**config.mk**
```make
export PLATFORM = sky130hd
export DESIGN_NAME = gain_ramp_processor
export DESIGN_NICKNAME = d
export VERILOG_FILES = /design/src/rtl/gain_ramp_processor.sv
export SDC_FILE = /design/constraint.sdc
export NUM_CORES = 1
export LEC_CHECK = 0
export ABC_AREA = 1
export ABC_CLOCK_PERIOD_IN_PS = 10900
export BUFFER_PORTS_ARGS = -buffer_cell sky130_fd_sc_hd__buf_2
export CAP_MARGIN = 20
export CELL_PAD_IN_SITES_DETAIL_PLACEMENT = 1
export CELL_PAD_IN_SITES_GLOBAL_PLACEMENT = 2
export CORE_ASPECT_RATIO = 0.6
export CORE_MARGIN = 3
export CORE_UTILIZATION = 37
export CTS_CLUSTER_SIZE = 12
export DETAILED_ROUTE_END_ITERATION = 10
export HOLD_SLACK_MARGIN = 0.05
export PLACE_DENSITY_LB_ADDON = 0.12
export SLEW_MARGIN = 20
export SYNTH_ARGS = -nofsm -noshare
export SYNTH_HDL_FRONTEND = slang
export SYNTH_SLANG_ARGS = --single-unit
```
**constraint.sdc**
```tcl
create_clock -name sysclk -period 10.9 [get_ports sysclk]
set_input_delay 1.635 -clock sysclk [delete_from_list [all_inputs] [get_ports sysclk]]
set_output_delay 1.635 -clock sysclk [all_outputs]
set_load 0.02 [all_outputs]
```
**src/rtl/gain_ramp_processor.sv**
```systemverilog
// Two-stage ADC-to-DAC sample path: offset removal, saturating gain,
// click-free gain ramping and clip statistics.
module gain_ramp_processor #(
    parameter int                 DATA_W     = 10,
    parameter int                 GAIN_W     = 4,
    parameter logic [DATA_W-1:0]  ADC_OFFSET = 10'h181,
    parameter logic [DATA_W-1:0]  DAC_OFFSET = 10'h200,
    parameter logic [GAIN_W-1:0]  RESET_GAIN = GAIN_W'(1),
    parameter int                 CNT_W      = 8
) (
    input  logic              sysclk,
    input  logic              rst_n,
    input  logic              data_valid,
    input  logic [DATA_W-1:0] data_in,
    input  logic [GAIN_W-1:0] gain_target,
    input  logic              clip_clr,
    output logic [DATA_W-1:0] data_out,
    output logic              out_valid,
    output logic [GAIN_W-1:0] gain_cur,
    output logic              ramping,
    output logic              clip,
    output logic [CNT_W-1:0]  clip_count
);

    localparam int P_W = DATA_W + GAIN_W + 1;
    localparam logic signed [P_W-1:0] P_MAX = P_W'((1 << (DATA_W - 1)) - 1);
    localparam logic signed [P_W-1:0] P_MIN = -P_MAX - P_W'(1);

    localparam logic [1:0] S_IDLE = 2'd0;
    localparam logic [1:0] S_UP   = 2'd1;
    localparam logic [1:0] S_DOWN = 2'd2;

    logic [DATA_W-1:0] r_x;
    logic              r_v1;
    logic [DATA_W-1:0] r_out;
    logic              r_out_v;
    logic [GAIN_W-1:0] r_gain;
    logic [1:0]        r_state;
    logic              r_clip;
    logic [CNT_W-1:0]  r_cnt;

    logic signed [P_W-1:0] w_p;
    logic [DATA_W-1:0]     w_y;
    logic                  w_clamp;
    logic                  w_clip_evt;
    logic                  w_step_up;
    logic                  w_step_dn;
    logic [GAIN_W-1:0]     w_gain_nxt;
    logic [1:0]            w_state_nxt;

    assign w_p = $signed(r_x) * $signed({1'b0, r_gain});

    always_comb begin
        w_y     = w_p[DATA_W-1:0];
        w_clamp = 1'b0;
        if (w_p > P_MAX) begin
            w_y     = P_MAX[DATA_W-1:0];
            w_clamp = 1'b1;
        end else if (w_p < P_MIN) begin
            w_y     = P_MIN[DATA_W-1:0];
            w_clamp = 1'b1;
        end
    end

    assign w_clip_evt = r_v1 && w_clamp;

    // The target compare keeps a stale ramp direction from overshooting or wrapping.
    assign w_step_up = r_v1 && (r_state == S_UP) && (r_gain < gain_target);
    assign w_step_dn = r_v1 && (r_state == S_DOWN) && (r_gain > gain_target);

    always_comb begin
        w_gain_nxt = r_gain;
        if (w_step_up)
            w_gain_nxt = r_gain + GAIN_W'(1);
        else if (w_step_dn)
            w_gain_nxt = r_gain - GAIN_W'(1);
    end

    // Next state looks at the post-step gain so arrival returns to IDLE at once.
    always_comb begin
        w_state_nxt = S_IDLE;
        unique case (1'b1)
            (gain_target > w_gain_nxt): w_state_nxt = S_UP;
            (gain_target < w_gain_nxt): w_state_nxt = S_DOWN;
            default:                    w_state_nxt = S_IDLE;
        endcase
    end

    always_ff @(posedge sysclk or negedge rst_n) begin
        if (!rst_n) begin
            r_x     <= '0;
            r_v1    <= 1'b0;
            r_out   <= DAC_OFFSET;
            r_out_v <= 1'b0;
            r_gain  <= RESET_GAIN;
            r_state <= S_IDLE;
        end else begin
            r_v1    <= data_valid;
            r_out_v <= r_v1;
            r_gain  <= w_gain_nxt;
            r_state <= w_state_nxt;
            if (data_valid)
                r_x <= data_in - ADC_OFFSET;
            if (r_v1)
                r_out <= w_y + DAC_OFFSET;
        end
    end

    always_ff @(posedge sysclk or negedge rst_n) begin
        if (!rst_n) begin
            r_clip <= 1'b0;
            r_cnt  <= '0;
        end else if (w_clip_evt) begin
            r_clip <= 1'b1;
            if (clip_clr)
                r_cnt <= CNT_W'(1);
            else if (!(&r_cnt))
                r_cnt <= r_cnt + CNT_W'(1);
        end else if (clip_clr) begin
            r_clip <= 1'b0;
            r_cnt  <= '0;
        end
    end

    assign data_out   = r_out;
    assign out_valid  = r_out_v;
    assign gain_cur   = r_gain;
    assign ramping    = (r_state != S_IDLE);
    assign clip       = r_clip;
    assign clip_count = r_cnt;

endmodule

```
[After elaboration in Yosys (flattened, before gate mapping)]
Cells that the tools add are included.
Cells by class
  add/sub/neg operators: 5
  multipliers: 1
  $lt $le $gt $ge: 6
  equality and inequality tests: 3
  multiplexer cells: 13
  reduce and logical (&&, ||, !) cells: 9
Operators with widths (number)
  two-way mux 8 bit: 4
  two-way mux 10 bit: 2
  greater-than comparator 15 x 10 -> 1 bit (second input constant): 1
  less-than comparator 15 x 10 -> 1 bit (second input constant): 1
  multiplier 10 x 5 -> 15 bit: 1
  adder 10 bit (second input constant): 1
  subtractor 10 x 9 -> 10 bit (second input constant): 1
  adder 8 x 1 -> 8 bit (second input constant): 1
  greater-than comparator 4 bit: 2
  less-than comparator 4 bit: 2
  two-way mux 4 bit: 2
  AND reduction 8 bit: 1
  logical AND 1 bit: 5
  adder 4 x 1 -> 4 bit (second input constant): 1
  two-way mux 1 bit: 4
  case mux 2 bit (2 select lines): 1
  nonzero test 2 bit: 2
  subtractor 4 x 1 -> 4 bit (second input constant): 1
  == test 2 x 1 -> 1 bit (second input constant): 1
  == test 2 bit (second input constant): 1
  inequality test 2 bit (second input constant): 1
  AND reduction 2 bit: 1
Storage, ports and cells
  register bits: 37
  output and inout port bits: 25
  word-level logic and storage cells: 45

[Depth between registers and ports, before layout]
  depth after elaboration: 7
  depth in mapped cells: 25

[Least setup slack after synthesis]
Ideal clock, no wire load.
  path type: register to register
  start: register r_gain[2], in the netlist gain_cur[2]
  end: register r_out[2], in the netlist data_out[2]
  setup time: 0.128 ns
  arrival: 4.072 ns
  setup slack: 6.700 ns
  stages on the path, launching flop included: 21
  buffers on the path: 3
  clock period less this slack: 4.200 ns
  cell sequence: dfrtp_1 > clkbuf_1 > clkbuf_1 > nand2_1 > inv_1 > ha_1 > fa_1 > inv_1 > fa_1 > inv_1 > ha_1 > or2_1 > nand3_2 > nand2_2 > nand2_2 > nand3_4 > xnor2_2 > nand2_1 > buf_4 > a21boi_0 > o21ai_1
On the way
  longest elaborated chain between the ends: 5
Ends and longest elaborated chain
  start: declaration: RTL line 37  | logic [GAIN_W-1:0] r_gain;
  start signal: assignment: RTL line 100  | r_gain <= w_gain_nxt;
  multiplier 10 x 5 -> 15 bit *: RTL line 51  | assign w_p = $signed(r_x) * $signed({1'b0, r_gain});
  less-than comparator 15 x 10 -> 1 bit: RTL line 59  | end else if (w_p < P_MIN) begin
  two-way mux 10 bit: RTL line 59
  two-way mux 10 bit *: RTL line 56  | if (w_p > P_MAX) begin
  adder 10 bit *: RTL line 105  | r_out <= w_y + DAC_OFFSET;
  end signal: assignment: RTL line 105
  end: declaration: RTL line 35  | logic [DATA_W-1:0] r_out;
Every way passes the cells marked *; elsewhere a longest branch is shown, timed or not.
A chain may end at the register's enable or synchronous reset.

[Final worst setup path]
  start: register r_gain[2], in the netlist gain_cur[2]
  end: register r_cnt[6], in the netlist clip_count[6]
On the way
  longest elaborated chain between the ends: 7
Ends and longest elaborated chain
  multiplier 10 x 5 -> 15 bit *: RTL line 51
  less-than comparator 15 x 10 -> 1 bit: RTL line 59
  two-way mux 1 bit: RTL line 59
  two-way mux 1 bit *: RTL line 56
  logical AND 1 bit *: RTL line 65  | assign w_clip_evt = r_v1 && w_clamp;
  nonzero test 2 bit (no source line)
  AND reduction 2 bit (no source line)
  end signal: assignment: RTL line 118  | r_cnt <= r_cnt + CNT_W'(1);
  end: declaration: RTL line 40  | logic [CNT_W-1:0] r_cnt;
Marked as above.

==> flow_summary.json <==
{
  "ys_types": 41,
  "grt_max_degree": 38,
  "post_drt_wl_per_cell_um": 14.35,
  "final_nets": 658,
  "ys_seq_elements": 37,
  "stdcell_area_um2": 4375,
  "gp_congestion": 0.8493,
  "antenna_found_initial": 0,
  "dp_hpwl_um": 8436,
  "ys_top_cells_by_count": "nand2_1 (140), inv_1 (122), ha_1 (40), nor2_1 (40), dfrtp_1 (35)",
  "timing.setup.tns_ns": 0,
  "clockRootBuffer": "clkbuf_16",
  "drc_errors": 0,
  "post-synth-top-area-cell": "dfrtp_1",
  "drt_iter0_drc": 128,
  "yosysWarnings": 0,
  "place_inst": 707,
  "first_global_vias": 3640,
  "die_width_um": 138.2,
  "synth_nets": 620,
  "vias": 3453,
  "drtAntennaViolNets": 0,
  "max_freq_mhz": 215.5,
  "placed_area_um2": 4215,
  "r2r_cells": 19,
  "numCtsBuffers": 5,
  "synth_flop_cell": "dfrtp_1",
  "clockBufferDepth": 2,
  "hp-class": "reg -> reg",
  "routed_wl_um": 10250,
  "avgSynthCellArea_um2": 7.176,
  "rows": 28,
  "fillers": 1306,
  "tightest_slew_ns": 0.9249,
  "required_ns": 11.07,
  "dieHeight_um": 85.35,
  "grt_pass1_wl_um": 18350,
  "cp-start-kind": "register",
  "grt_setup_unrepaired": "false",
  "post_cts_hold_buffer_count": 0,
  "yosys-top-cells-area": "dfrtp_1 (23%), nand2_1 (14%), ha_1 (13%)",
  "yosysSeqAreaShare_pct": 23.91,
  "crit_type": "reg -> reg",
  "coreArea_um2": 10050,
  "start_util_pct": 38.61,
  "min_period_over_period_pct": 42.57,
  "io_pins": 43,
  "slew_headroom_pct": 38.34,
  "syn-instance-count": 541,
  "slew_violations": 0,
  "final_hold_viol_count": 0,
  "path_max_fanout": 18,
  "cts-resized-gates": 0,
  "min_period_ns": 4.640,
  "num_antenna_cells": 0,
  "dr.pass1.iters": 4,
  "critPathCaptureType": "register",
  "seqCellArea_um2": 928.4,
  "multi_input_area_um2": 2446,
  "clkLatencyLatePin_ns": 0.28,
  "syn_area_um2": 3882,
  "htree_levels": 2,
  "cts_sinks": 37,
  "drive_gt1_share_pct": 12.09,
  "vias_per_cell": 4.836,
  "drv_cap": 0,
  "io_buffers": 42,
  "final_cells": 714,
  "crit_arrival_ns": 4.81,
  "synth.most_common_cell": "nand2_1",
  "grt.total_usage_pct": 18.98,
  "status": "completed",
  "clk_pin_slew_ns": 0.06,
  "synth_edf_count": 0,
  "die_area_um2": 11800,
  "hold_path_depth": 1,
  "cts_setup_buffers": 0,
  "cts_tree": "yes",
  "grt_overflow": 0,
  "yosys.area.top_type_share_pct": 22.56,
  "hold_ws_ns": 0.4854,
  "area_delta_synth_final_pct": 12.70,
  "postSynth.asyncResetShare_pct": 100.0,
  "finClkSkew_ns": 0.003114,
  "setup_viol": 0
}
metrics by stage:
stage,util (%),setup WS (ns)
2_1_floorplan,-,6.700
3_3_place_gp,41.92,6.367
3_5_place_dp,41.92,6.285
4_1_cts,43.52,6.245
5_1_grt,43.52,5.782
6_report,43.52,6.260
per-layer routing:
| metal | part of all wire, % | GRT usage [%] |
|---|---|---|
| met5 | 0 | 0 |
| met4 | 0.55 | 3.318 |
| met3 | 3.6 | 3.378 |
| met2 | 38 | 27.17 |
| met1 | 58 | 29.89 |
flip-flops by register name, summed over array words and instances (netlist names):
register / cells
clip_count: 8
r_state: 2
data_out: 10
out_valid: 1
clip: 1
r_v1: 1
gain_cur: 4
r_x: 10
worst max-delay path, cell delays in order (launching register included):
cell	delay (ns)
dfrtp_1	0.74
nand2_1	0.11
inv_1	0.09
ha_1	0.24
fa_1	0.54
inv_1	0.06
fa_1	0.53
inv_1	0.04
ha_1	0.37
or2_1	0.27
nand3_2	0.12
nand2_2	0.09
nand2_2	0.11
nand3_4	0.10
xnor2_2	0.19
nand2_1	0.35
nand2_4	0.23
nand3_4	0.15
nand3_1	0.13
nand2_1	0.07
path summary, 6_finish.rpt:
kind	start	end	slack (ns)
max	gain_cur[2]$_DFF_PN0_	clip_count[6]$_DFFE_PN0P_	6.26
min	clip$_DFFE_PN0P_	clip$_DFFE_PN0P_	0.49
max reg2reg	gain_cur[2]$_DFF_PN0_	clip_count[6]$_DFFE_PN0P_	6.26
min reg2reg	clip$_DFFE_PN0P_	clip$_DFFE_PN0P_	0.49
max in group asynchronous	rst_n	r_x[1]$_DFFE_PN0P_	8.83
min in group asynchronous	rst_n	clip_count[2]$_DFFE_PN0P_	1.49
layout by cell type (no fill, tap or decap), types with 2 or more instances in the layout:
master / count
a21o_1: 2
a21oi_1: 15
a21oi_2: 3
a31oi_1: 6
buf_2: 42
clkbuf_16: 5
dfrtp_1: 35
dfstp_2: 2
fa_1: 21
ha_1: 40
inv_1: 122
nand2_1: 140
nand2_2: 5
nand3_1: 32
nand3_4: 2
nand4_1: 8
nor2_1: 40
nor3_1: 4
o21ai_0: 13
o21bai_1: 3
o31ai_1: 2
or2_1: 2
or2_2: 3
xnor2_1: 7
xor2_1: 8
area by class of cell:
cell class	count	share of cell area (%)
multi-input cells	370	55.91
clock buffers	5	2.860
repair buffers	42	4.804
inverters	123	10.55
clock inverters	2	0.8007
flip-flops and latches	37	21.22
well taps	135	3.860
cell families (layout without fill, tap and decap cells):
group,after synthesis,in the layout,share of synthesized area (%)
fa+ha+maj,61,61,23.72
flops,37,37,23.91
xor+xnor,17,17,4.222
buf+inv,134,172,13.08
compound gates,50,50,7.992
simple gates,242,242,27.07
Power is not shown: default switching activity piles up to over one toggle a cycle in this logic, so the estimate is an artifact.
